File: config.mk
export PLATFORM = sky130hd
export DESIGN_NAME = sub8_pipe_flat
export DESIGN_NICKNAME = d
export VERILOG_FILES = /design/src/rtl/adder_pkg.sv /design/src/rtl/sub8_pipe_if.sv /design/src/rtl/sub8_prefix_half.sv /design/src/rtl/sub8_pipe.sv /design/src/flat_wrapper.sv
export SDC_FILE = /design/constraint.sdc
export NUM_CORES = 1
export LEC_CHECK = 0
export CORE_ASPECT_RATIO = 1.1
export CORE_MARGIN = 5
export CORE_UTILIZATION = 48
export DETAILED_ROUTE_END_ITERATION = 8
export HOLD_SLACK_MARGIN = 0.05
export PLACE_DENSITY = 0.78
export RECOVER_POWER = 50
export SETUP_SLACK_MARGIN = 0.4
export SLEW_MARGIN = 20
export SYNTH_ARGS = -nofsm -noshare
export SYNTH_HDL_FRONTEND = slang
export SYNTH_SLANG_ARGS = --single-unit
File: constraint.sdc
create_clock -name clk -period 1.6 [get_ports clk]
set_input_delay 0.32 -clock clk [delete_from_list [all_inputs] [get_ports clk]]
set_output_delay 0.32 -clock clk [all_outputs]
set_load 0.01 [all_outputs]
File: src/rtl/adder_pkg.sv
// Shared types and the prefix operator for the adder/subtractor prefix networks.
package adder_pkg;

  typedef struct packed {
    logic p;
    logic g;
  } pg_t;

  localparam int ADD_WIDTH = 8;
  localparam int ADD_SPLIT = 4;

  // Combines a higher-order span (hi) with the adjacent lower span (lo).
  function automatic pg_t pg_combine(input pg_t hi, input pg_t lo);
    pg_t r;
    r.p = hi.p & lo.p;
    r.g = hi.g | (hi.p & lo.g);
    return r;
  endfunction

endpackage

File: src/rtl/sub8_pipe_if.sv
// Operand/result stream bundle for sub8_pipe: valid/ready in, valid/ready out.
interface sub8_pipe_if #(
  parameter int WIDTH = 8
);
  logic             in_valid;
  logic             in_ready;
  logic [WIDTH-1:0] a_in;
  logic [WIDTH-1:0] b_in;
  logic             out_valid;
  logic             out_ready;
  logic [WIDTH-1:0] diff;
  logic             borrow;
  logic             ovf;
  logic             zero;

  modport master (
    output in_valid, a_in, b_in, out_ready,
    input  in_ready, out_valid, diff, borrow, ovf, zero
  );

  modport slave (
    input  in_valid, a_in, b_in, out_ready,
    output in_ready, out_valid, diff, borrow, ovf, zero
  );
endinterface

File: src/rtl/sub8_prefix_half.sv
// Kogge-Stone carry network over N bits with an external carry-in.
// Returns carries into bit positions 1..N.
module sub8_prefix_half
  import adder_pkg::*;
#(
  parameter int N = 4
) (
  input  pg_t [N-1:0] pg_i,
  input  logic        cin_i,
  output logic [N:1]  carry_o
);
  localparam int LEVELS = $clog2(N);

  pg_t [LEVELS:0][N-1:0] lvl;

  genvar gi, gl;
  generate
    for (gi = 0; gi < N; gi++) begin : g_seed
      assign lvl[0][gi] = pg_i[gi];
    end

    for (gl = 0; gl < LEVELS; gl++) begin : g_level
      for (gi = 0; gi < N; gi++) begin : g_node
        if (gi >= (1 << gl)) begin : g_comb
          assign lvl[gl+1][gi] = pg_combine(lvl[gl][gi], lvl[gl][gi-(1<<gl)]);
        end else begin : g_pass
          assign lvl[gl+1][gi] = lvl[gl][gi];
        end
      end
    end

    // Group (G,P) spanning [gi:0] folds in the carry-in as the final step.
    for (gi = 0; gi < N; gi++) begin : g_carry
      assign carry_o[gi+1] = lvl[LEVELS][gi].g | (lvl[LEVELS][gi].p & cin_i);
    end
  endgenerate

endmodule

File: src/rtl/sub8_pipe.sv
// Two-stage pipelined subtractor (a + ~b + 1) with an elastic valid/ready stream.
// Low half of the carry chain resolves in stage 1, high half in stage 2.
module sub8_pipe
  import adder_pkg::*;
#(
  parameter int WIDTH = ADD_WIDTH,
  parameter int SPLIT = ADD_SPLIT
) (
  input  logic        clk,
  input  logic        rst_n,
  sub8_pipe_if.slave  bus
);
  localparam int HI = WIDTH - SPLIT;

  // Handshake
  logic init_q;
  logic s1_valid_q, s1_valid_d;
  logic s2_valid_q, s2_valid_d;
  logic s2_load, s1_adv, in_ready, in_fire;

  assign s2_load  = !s2_valid_q || bus.out_ready;
  assign s1_adv   = s1_valid_q && s2_load;
  assign in_ready = init_q && (!s1_valid_q || !s2_valid_q || bus.out_ready);
  assign in_fire  = bus.in_valid && in_ready;

  always_comb begin
    s1_valid_d = s1_valid_q;
    if (in_fire) begin
      s1_valid_d = 1'b1;
    end else if (s1_adv) begin
      s1_valid_d = 1'b0;
    end
    s2_valid_d = s2_load ? s1_valid_q : s2_valid_q;
  end

  always_ff @(posedge clk or negedge rst_n) begin
    if (!rst_n) begin
      init_q     <= 1'b0;
      s1_valid_q <= 1'b0;
      s2_valid_q <= 1'b0;
    end else begin
      init_q     <= 1'b1;
      s1_valid_q <= s1_valid_d;
      s2_valid_q <= s2_valid_d;
    end
  end

  // Stage 1: propagate/generate of a + ~b, low-half carries with cin = 1
  pg_t [WIDTH-1:0] pg_in;
  logic [SPLIT:1]  c_lo;
  logic [SPLIT-1:0] c_lo_in;
  logic [SPLIT-1:0] diff_lo_d;

  genvar gi;
  generate
    for (gi = 0; gi < WIDTH; gi++) begin : g_pg
      assign pg_in[gi].p = bus.a_in[gi] ^ ~bus.b_in[gi];
      assign pg_in[gi].g = bus.a_in[gi] & ~bus.b_in[gi];
    end
  endgenerate

  sub8_prefix_half #(.N(SPLIT)) u_prefix_lo (
    .pg_i    (pg_in[SPLIT-1:0]),
    .cin_i   (1'b1),
    .carry_o (c_lo)
  );

  assign c_lo_in = {c_lo[SPLIT-1:1], 1'b1};

  generate
    for (gi = 0; gi < SPLIT; gi++) begin : g_diff_lo
      assign diff_lo_d[gi] = pg_in[gi].p ^ c_lo_in[gi];
    end
  endgenerate

  // Stage-1 data needs no reset: it is only observed behind s1_valid_q.
  logic [SPLIT-1:0] s1_diff_lo_q;
  logic             s1_c_q;
  pg_t [HI-1:0]     s1_pg_hi_q;
  logic             s1_a_msb_q;
  logic             s1_b_msb_q;

  always_ff @(posedge clk) begin
    if (in_fire) begin
      s1_diff_lo_q <= diff_lo_d;
      s1_c_q       <= c_lo[SPLIT];
      s1_pg_hi_q   <= pg_in[WIDTH-1:SPLIT];
      s1_a_msb_q   <= bus.a_in[WIDTH-1];
      s1_b_msb_q   <= bus.b_in[WIDTH-1];
    end
  end

  // Stage 2: high-half carries seeded by the registered mid carry
  logic [HI:1]      c_hi;
  logic [HI-1:0]    c_hi_in;
  logic [HI-1:0]    diff_hi_d;
  logic [WIDTH-1:0] diff_d;
  logic             borrow_d, ovf_d, zero_d;

  sub8_prefix_half #(.N(HI)) u_prefix_hi (
    .pg_i    (s1_pg_hi_q),
    .cin_i   (s1_c_q),
    .carry_o (c_hi)
  );

  assign c_hi_in = {c_hi[HI-1:1], s1_c_q};

  generate
    for (gi = 0; gi < HI; gi++) begin : g_diff_hi
      assign diff_hi_d[gi] = s1_pg_hi_q[gi].p ^ c_hi_in[gi];
    end
  endgenerate

  assign diff_d   = {diff_hi_d, s1_diff_lo_q};
  assign borrow_d = ~c_hi[HI];
  assign ovf_d    = (s1_a_msb_q != s1_b_msb_q) && (diff_d[WIDTH-1] != s1_a_msb_q);
  assign zero_d   = (diff_d == '0);

  logic [WIDTH-1:0] diff_q;
  logic             borrow_q, ovf_q, zero_q;

  // Result registers only move when a new result replaces an empty or draining slot.
  always_ff @(posedge clk or negedge rst_n) begin
    if (!rst_n) begin
      diff_q   <= '0;
      borrow_q <= 1'b0;
      ovf_q    <= 1'b0;
      zero_q   <= 1'b0;
    end else if (s2_load && s1_valid_q) begin
      diff_q   <= diff_d;
      borrow_q <= borrow_d;
      ovf_q    <= ovf_d;
      zero_q   <= zero_d;
    end
  end

  assign bus.in_ready  = in_ready;
  assign bus.out_valid = s2_valid_q;
  assign bus.diff      = diff_q;
  assign bus.borrow    = borrow_q;
  assign bus.ovf       = ovf_q;
  assign bus.zero      = zero_q;

endmodule

File: src/flat_wrapper.sv
// flat-port wrapper written by rule: the top's interface ports become plain ports
module sub8_pipe_flat import adder_pkg::*;
#(
  parameter int WIDTH = ADD_WIDTH,
  parameter int SPLIT = ADD_SPLIT
)
  (clk, rst_n, bus_in_valid, bus_a_in, bus_b_in, bus_out_ready, bus_in_ready, bus_out_valid, bus_diff, bus_borrow, bus_ovf, bus_zero);
  sub8_pipe_if #(.WIDTH(WIDTH)) bus_i ();
  input  logic clk;
  input  logic rst_n;
  input wire logic [$bits(bus_i.in_valid)-1:0] bus_in_valid;
  input wire logic [$bits(bus_i.a_in)-1:0] bus_a_in;
  input wire logic [$bits(bus_i.b_in)-1:0] bus_b_in;
  input wire logic [$bits(bus_i.out_ready)-1:0] bus_out_ready;
  output wire logic [$bits(bus_i.in_ready)-1:0] bus_in_ready;
  output wire logic [$bits(bus_i.out_valid)-1:0] bus_out_valid;
  output wire logic [$bits(bus_i.diff)-1:0] bus_diff;
  output wire logic [$bits(bus_i.borrow)-1:0] bus_borrow;
  output wire logic [$bits(bus_i.ovf)-1:0] bus_ovf;
  output wire logic [$bits(bus_i.zero)-1:0] bus_zero;
  assign bus_i.in_valid = bus_in_valid;
  assign bus_i.a_in = bus_a_in;
  assign bus_i.b_in = bus_b_in;
  assign bus_i.out_ready = bus_out_ready;
  assign bus_in_ready = bus_i.in_ready;
  assign bus_out_valid = bus_i.out_valid;
  assign bus_diff = bus_i.diff;
  assign bus_borrow = bus_i.borrow;
  assign bus_ovf = bus_i.ovf;
  assign bus_zero = bus_i.zero;
  sub8_pipe #(.WIDTH(WIDTH), .SPLIT(SPLIT)) u_core (.clk(clk), .rst_n(rst_n), .bus(bus_i));
endmodule
Word-level counts from Yosys, hierarchy flattened --
Index checks and enable logic that the tools add are counted.
Word-level totals: bits of input ports 20, word-level logic and storage cells 109, output and inout bits 13, register bits after elaboration 29
Operators by class: multiplexer cells 2, equal/unequal tests 2, reductions and logical operators 11, bitwise logic cells 75
Operator list (number):
- $and 1x1->1 | 32
- $or 1x1->1 | 18
- $xor 1x1->1 | 15
- $not 1->1 | 10
- $logic_not 8->1 | 1
- $logic_and 1x1->1 | 4
- $logic_or 1x1->1 | 3
- $logic_not 1->1 | 2
- $mux 1 | 2
- $ne 1x1->1 | 2
- $reduce_bool 2->1 | 1

Depth between registers and ports, before layout --
depth in word-level cells 7, depth in mapped cells 6, gate-level depth less buffers 6

By module --
Synthesis repeated with hierarchy kept, for this count alone.
Second synthesis, totals: cell total of the unflattened synthesis 99, area total of the unflattened synthesis 1308.8 um2
By module, submodules not included:
- sub8_pipe | area an instance 1231.2 um2, cells an instance 89, instances 1, seq. area each 800.8 um2
- sub8_prefix_half | area an instance 38.8 um2, cells an instance 5, instances 2, seq. area each 0.0 um2

Worst setup path after synthesis --
No wires, ideal clock.
path type register to register, from register u_core.s2_valid_q, in the netlist u_core.bus.out_valid, to register u_core.s1_a_msb_q, enable pin, setup time 0.373 ns, data required time 1.227 ns, stages on the path, launching flop included 4, buffers on the path 0, arrival 1.396 ns, period minus slack after synthesis 1.770 ns, slack -0.170 ns, cells stage by stage dfrtp_1 -> nor2b_4 -> a21boi_0 -> and2_1
Between the ends: cells in the longest elaborated chain, start to end 5
Ends and longest elaborated chain:
- start: declaration | RTL line sub8_pipe.sv:18 | logic s2_valid_q, s2_valid_d;
- start signal: assignment | RTL line sub8_pipe.sv:44 | s2_valid_q <= s2_valid_d;
- $logic_not 1->1 | RTL line sub8_pipe.sv:23 | assign in_ready = init_q && (!s1_valid_q || !s2_valid_q || bus.out_ready);
- $logic_or 1x1->1 (2 in series) | RTL line sub8_pipe.sv:23
- $logic_and 1x1->1 | RTL line sub8_pipe.sv:23
- named net bus_in_ready | RTL line flat_wrapper.sv:15 | output wire logic [$bits(bus_i.in_ready)-1:0] bus_in_ready;
- $logic_and 1x1->1 | RTL line sub8_pipe.sv:24 | assign in_fire = bus.in_valid && in_ready;
- named net u_core.in_fire | RTL line sub8_pipe.sv:19 | logic s2_load, s1_adv, in_ready, in_fire;
- end signal: assignment | RTL line sub8_pipe.sv:88 | s1_a_msb_q <= bus.a_in[WIDTH-1];
- end: declaration | RTL line sub8_pipe.sv:80 | logic s1_a_msb_q;
The timed path passes the listed nets, and every way through them passes these cells. A chain may end at the register's enable or synchronous reset.

Worst setup path in the final report --
from register u_core.s1_c_q, to register u_core.ovf_q, in the netlist u_core.bus.ovf
Between the ends: cells in the longest elaborated chain, start to end 5
Ends and longest elaborated chain:
- start: declaration | RTL line sub8_pipe.sv:78 | logic s1_c_q;
- start signal: assignment | RTL line sub8_pipe.sv:86 | s1_c_q <= c_lo[SPLIT];
- $and 1x1->1 | RTL line sub8_prefix_half.sv:34 | assign carry_o[gi+1] = lvl[LEVELS][gi].g | (lvl[LEVELS][gi].p & cin_i);
- $or 1x1->1 | RTL line sub8_prefix_half.sv:34
- $xor 1x1->1 | RTL line sub8_pipe.sv:110 | assign diff_hi_d[gi] = s1_pg_hi_q[gi].p ^ c_hi_in[gi];
- $ne 1x1->1 | RTL line sub8_pipe.sv:116 | assign ovf_d = (s1_a_msb_q != s1_b_msb_q) && (diff_d[WIDTH-1] != s1_a_msb_q);
- $logic_and 1x1->1 | RTL line sub8_pipe.sv:116
- end signal: assignment | RTL line sub8_pipe.sv:132 | ovf_q <= ovf_d;
- end: declaration | RTL line sub8_pipe.sv:120 | logic borrow_q, ovf_q, zero_q;
Every way passes these cells.

==> metrics.md <==
| Metric | Value |
|---|---|
| Outcome | completed |
| Reg2reg start | u_core.s1_c_q |
| Actual slew at the worst max-slew pin | 0.777 ns |
| TritonCTS Buffers | 5 |
| Number of global-route vias before repair | 1,059 |
| GR Util All Layers | 16.8% |
| Worst Clk Skew | 0.0119 ns |
| Synthesized instance count | 105 |
| Total Routed Length | 3.09 mm |
| Commonest non-fill, non-tap cells in the layout | 17 x buf_4, 15 x edfxtp_1, 14 x dfrtp_1 |
| RSZ-0062 raised after global routing | yes |
| # IOs | 33 |
| Total grt overflow | 0 |
| Area of the multi-input gates | 606 µm² |
| Maximum vdd drop | 0.666 mV |
| Final setup viols | 0 |
| Slew Viols, Final | 0 |
| Skew-Pair Late Insertion Delay | 0.32 ns |
| Placer Congestion | 0.760 |
| Area of the core | 0.00275 mm² |
| Crit Path Max Fanout | 3 |
| Largest net degree at the start of global routing | 15 |
| Rows | 20 |
| Root Driver | clkbuf_4 |
| DRC | 0 |
| Crit-path cells | a21o_1 -> a221o_1 -> or2_1 -> o211ai_1 |
| Slowest-stage cell, CP | edfxtp_1 |
| Synth unique cells | 34 |
| Die X | 60.8 µm |
| Final #Nets | 196 |
| Hold Vio Cnt, Final | 0 |
| Initial Util | 49.6% |
| Most common cell after layout, fill and taps aside | buf_4 |
| Die H | 65.9 µm |
| HP Class | reg2reg |
| Worst Hold End | u_core.bus.borrow |
| Setup CP Type | reg2reg |
| Pre-antenna DRT Iters | 4 |
| Total number of vias | 1,026 |
| Syn Area/Cell | 13.0 µm² |
| F_max | 0.662 GHz |
| Mapped Nets | 135 |
| Pre-CTS setup slack | -0.401 ns |
| Area delta synth->final | 46.7% |
| Drt via density | 5.13 |
| Placed inst area | 0.00183 mm² |
| CTS H-tree depth | 2 |
| Post-Layout Inst Area | 0.00200 mm² |
| Initial antenna violation count | 0 |
| Hold path depth | 1 |
| First-pass GRT wire length | 4.66 mm |
| Fillers | 211 |
| Post-CTS Hold Fix Bufs | 0 |
| Setup WS post-layout | 0.0891 ns |
| Dpl hpwl | 1.93 mm |
| CTS Sinks | 29 |
| Max_cap viols | 0 |
| Initial drt markers | 39 |
| Sequential area share after synthesis | 58.7% |
| FF/Latch Area | 801 µm² |
| CP Launch Type | flip-flop |
| PD cells | 965 mW/mm² |
| R2R setup slack | 0.09 ns |
| Crit end category | flip-flop |
| Reg2reg path depth | 4 |
| Worst Path Arrival | 1.75 ns |
| Crit path required time | 1.84 ns |
| Synthesized flop and latch total | 29 |
| Share of cells above drive strength 1 | 37.1% |
| ANT nets after route | 0 |
| CTS tree | built |
| DIE AREA | 0.00401 mm² |
| Clock slew at reported path FFs | 0.09 ns |
| Pleak | 0.918 nW |
| CP max stage delay | 0.42 ns |
| HP Start | u_core.s1_pg_hi_q[6] |
| Cell area after synthesis | 0.00137 mm² |
| Period minus WS final | 1.51 ns |
| End of the worst register-to-register path | u_core.bus.ovf |
| Diodes inserted | 0 |
| IO Port Bufs | 32 |
| Maximum clock path buffer count | 2 |
| Wire length per cell | 15.5 µm |
| Ys Warns | 0 |
| Final period util | 94.4% |
| Max-Slew Margin vs Limit | 48.2% |
==> what timing repair did <==
| action | in CTS | in global routing |
|---|---|---|
| gates resized for setup | 78 | 19 |
| setup endpoints to repair | 43 | 36 |
| cloned | 2 | 0 |
| pin swaps | 10 | 8 |
| setup buffers | 10 | 4 |
==> through the flow <==
stage          cells  setup TNS (ns)  util [%]  total power [mW]  hold WS [ns]
2_1_floorplan    105               0         -              1.16        0.0244
3_3_place_gp     176           -2.35      66.5              1.41         0.417
3_5_place_dp     176           -3.11      66.5              1.43         0.424
4_1_cts          196               0      71.0              1.88         0.302
5_1_grt          200               0      72.8              2.03         0.448
6_report         200               0      72.8              1.93         0.443
==> layer usage <==
metal	vias up	share of wire (%)	global-route usage (%)
met5	-	0	0
met4	0	2.8	9.21
met3	9	6.4	6.45
met2	37	51	27.7
met1	486	40	17.9
li1	494	-	-
==> worst max path at each step <==
stage / slack (ns) / from / to
4_1_cts: 0.11 / u_core.s1_pg_hi_q[7] / u_core.bus.ovf
3_5_place_dp: -0.40 / bus_b_in[0] / u_core.s1_diff_lo_q[3]
6_report: 0.09 / u_core.s1_c_q / u_core.bus.ovf
5_1_grt: 0.02 / u_core.s1_pg_hi_q[7] / u_core.bus.ovf
2_1_floorplan: 0.21 / u_core.bus.out_valid / u_core.bus.ovf
3_3_place_gp: -0.36 / bus_b_in[0] / u_core.s1_diff_lo_q[3]
==> layout make-up <==
class / instances / area share [%]
multi-input cells: 65 / 30.2
inverters: 10 / 2.12
well taps: 33 / 2.06
flip-flops and latches: 29 / 40.0
repair buffers: 55 / 22.7
clock buffers: 8 / 2.94
==> power breakdown <==
| part | internal [mW] | switching (mW) | total [mW] | leakage (nW) |
|---|---|---|---|---|
| Sequential | 0.889 | 0.0595 | 0.948 | 0.313 |
| Clock | 0.217 | 0.240 | 0.456 | 0.0326 |
| Combinational | 0.307 | 0.221 | 0.528 | 0.572 |
==> logic make-up (layout without fill, tap and decap cells) <==
family                     count (synthesis)  count (layout)  share of synthesized area, %
xor gates and xnor gates                   5               5                          3.21
other                                      1               1                         0.275
and+or+nand+nor                           23              24                          9.99
adders and majority gates                 10              10                          9.17
DFF                                       29              29                          58.7
muxes                                      5               5                          4.12
AOI/OAI and AO/OA                         20              20                          10.7
buffers and inverters                     12              73                          3.85
==> Yosys cell counts <==
| library cell | n | area, µm² |
|---|---|---|
| dfrtp_1 | 14 | 350 |
| xnor2_1 | 3 | 26.3 |
| or2_2 | 1 | 6.26 |
| a221o_1 | 1 | 10.0 |
| or3b_2 | 1 | 8.76 |
| clkbuf_1 | 1 | 3.75 |
| o21a_1 | 3 | 22.5 |
| mux2_2 | 5 | 56.3 |
| o211ai_1 | 1 | 7.51 |
| nand2_1 | 7 | 26.3 |
| a21o_1 | 3 | 22.5 |
| nand2b_1 | 1 | 6.26 |
| a31oi_1 | 1 | 6.26 |
| ha_1 | 10 | 125 |
| nor2b_4 | 1 | 13.8 |
| nor2_1 | 4 | 15.0 |
| xor2_1 | 2 | 17.5 |
| buf_6 | 1 | 11.3 |
| or2_0 | 1 | 6.26 |
| edfxtp_1 | 15 | 450 |
| nor4bb_1 | 1 | 10.0 |
| nand2b_4 | 1 | 13.8 |
| o41ai_2 | 1 | 16.3 |
| o21ai_0 | 6 | 30.0 |
| inv_1 | 10 | 37.5 |
| nor4_1 | 1 | 6.26 |
| nor3_1 | 1 | 5.00 |
| a211oi_1 | 1 | 7.51 |
| conb_1 | 1 | 3.75 |
| and2_1 | 1 | 6.26 |
| and3_1 | 2 | 12.5 |
| a21boi_0 | 1 | 7.51 |
| a2111oi_0 | 1 | 8.76 |
| o31ai_1 | 1 | 7.51 |
==> critical path: cells and delay by family (launching register included) <==
family / cells / cell delay, ns
simple gates: 1 / 0.24
flops: 1 / 0.42
compound gates: 3 / 0.75
(Power assumes the default switching activity.)
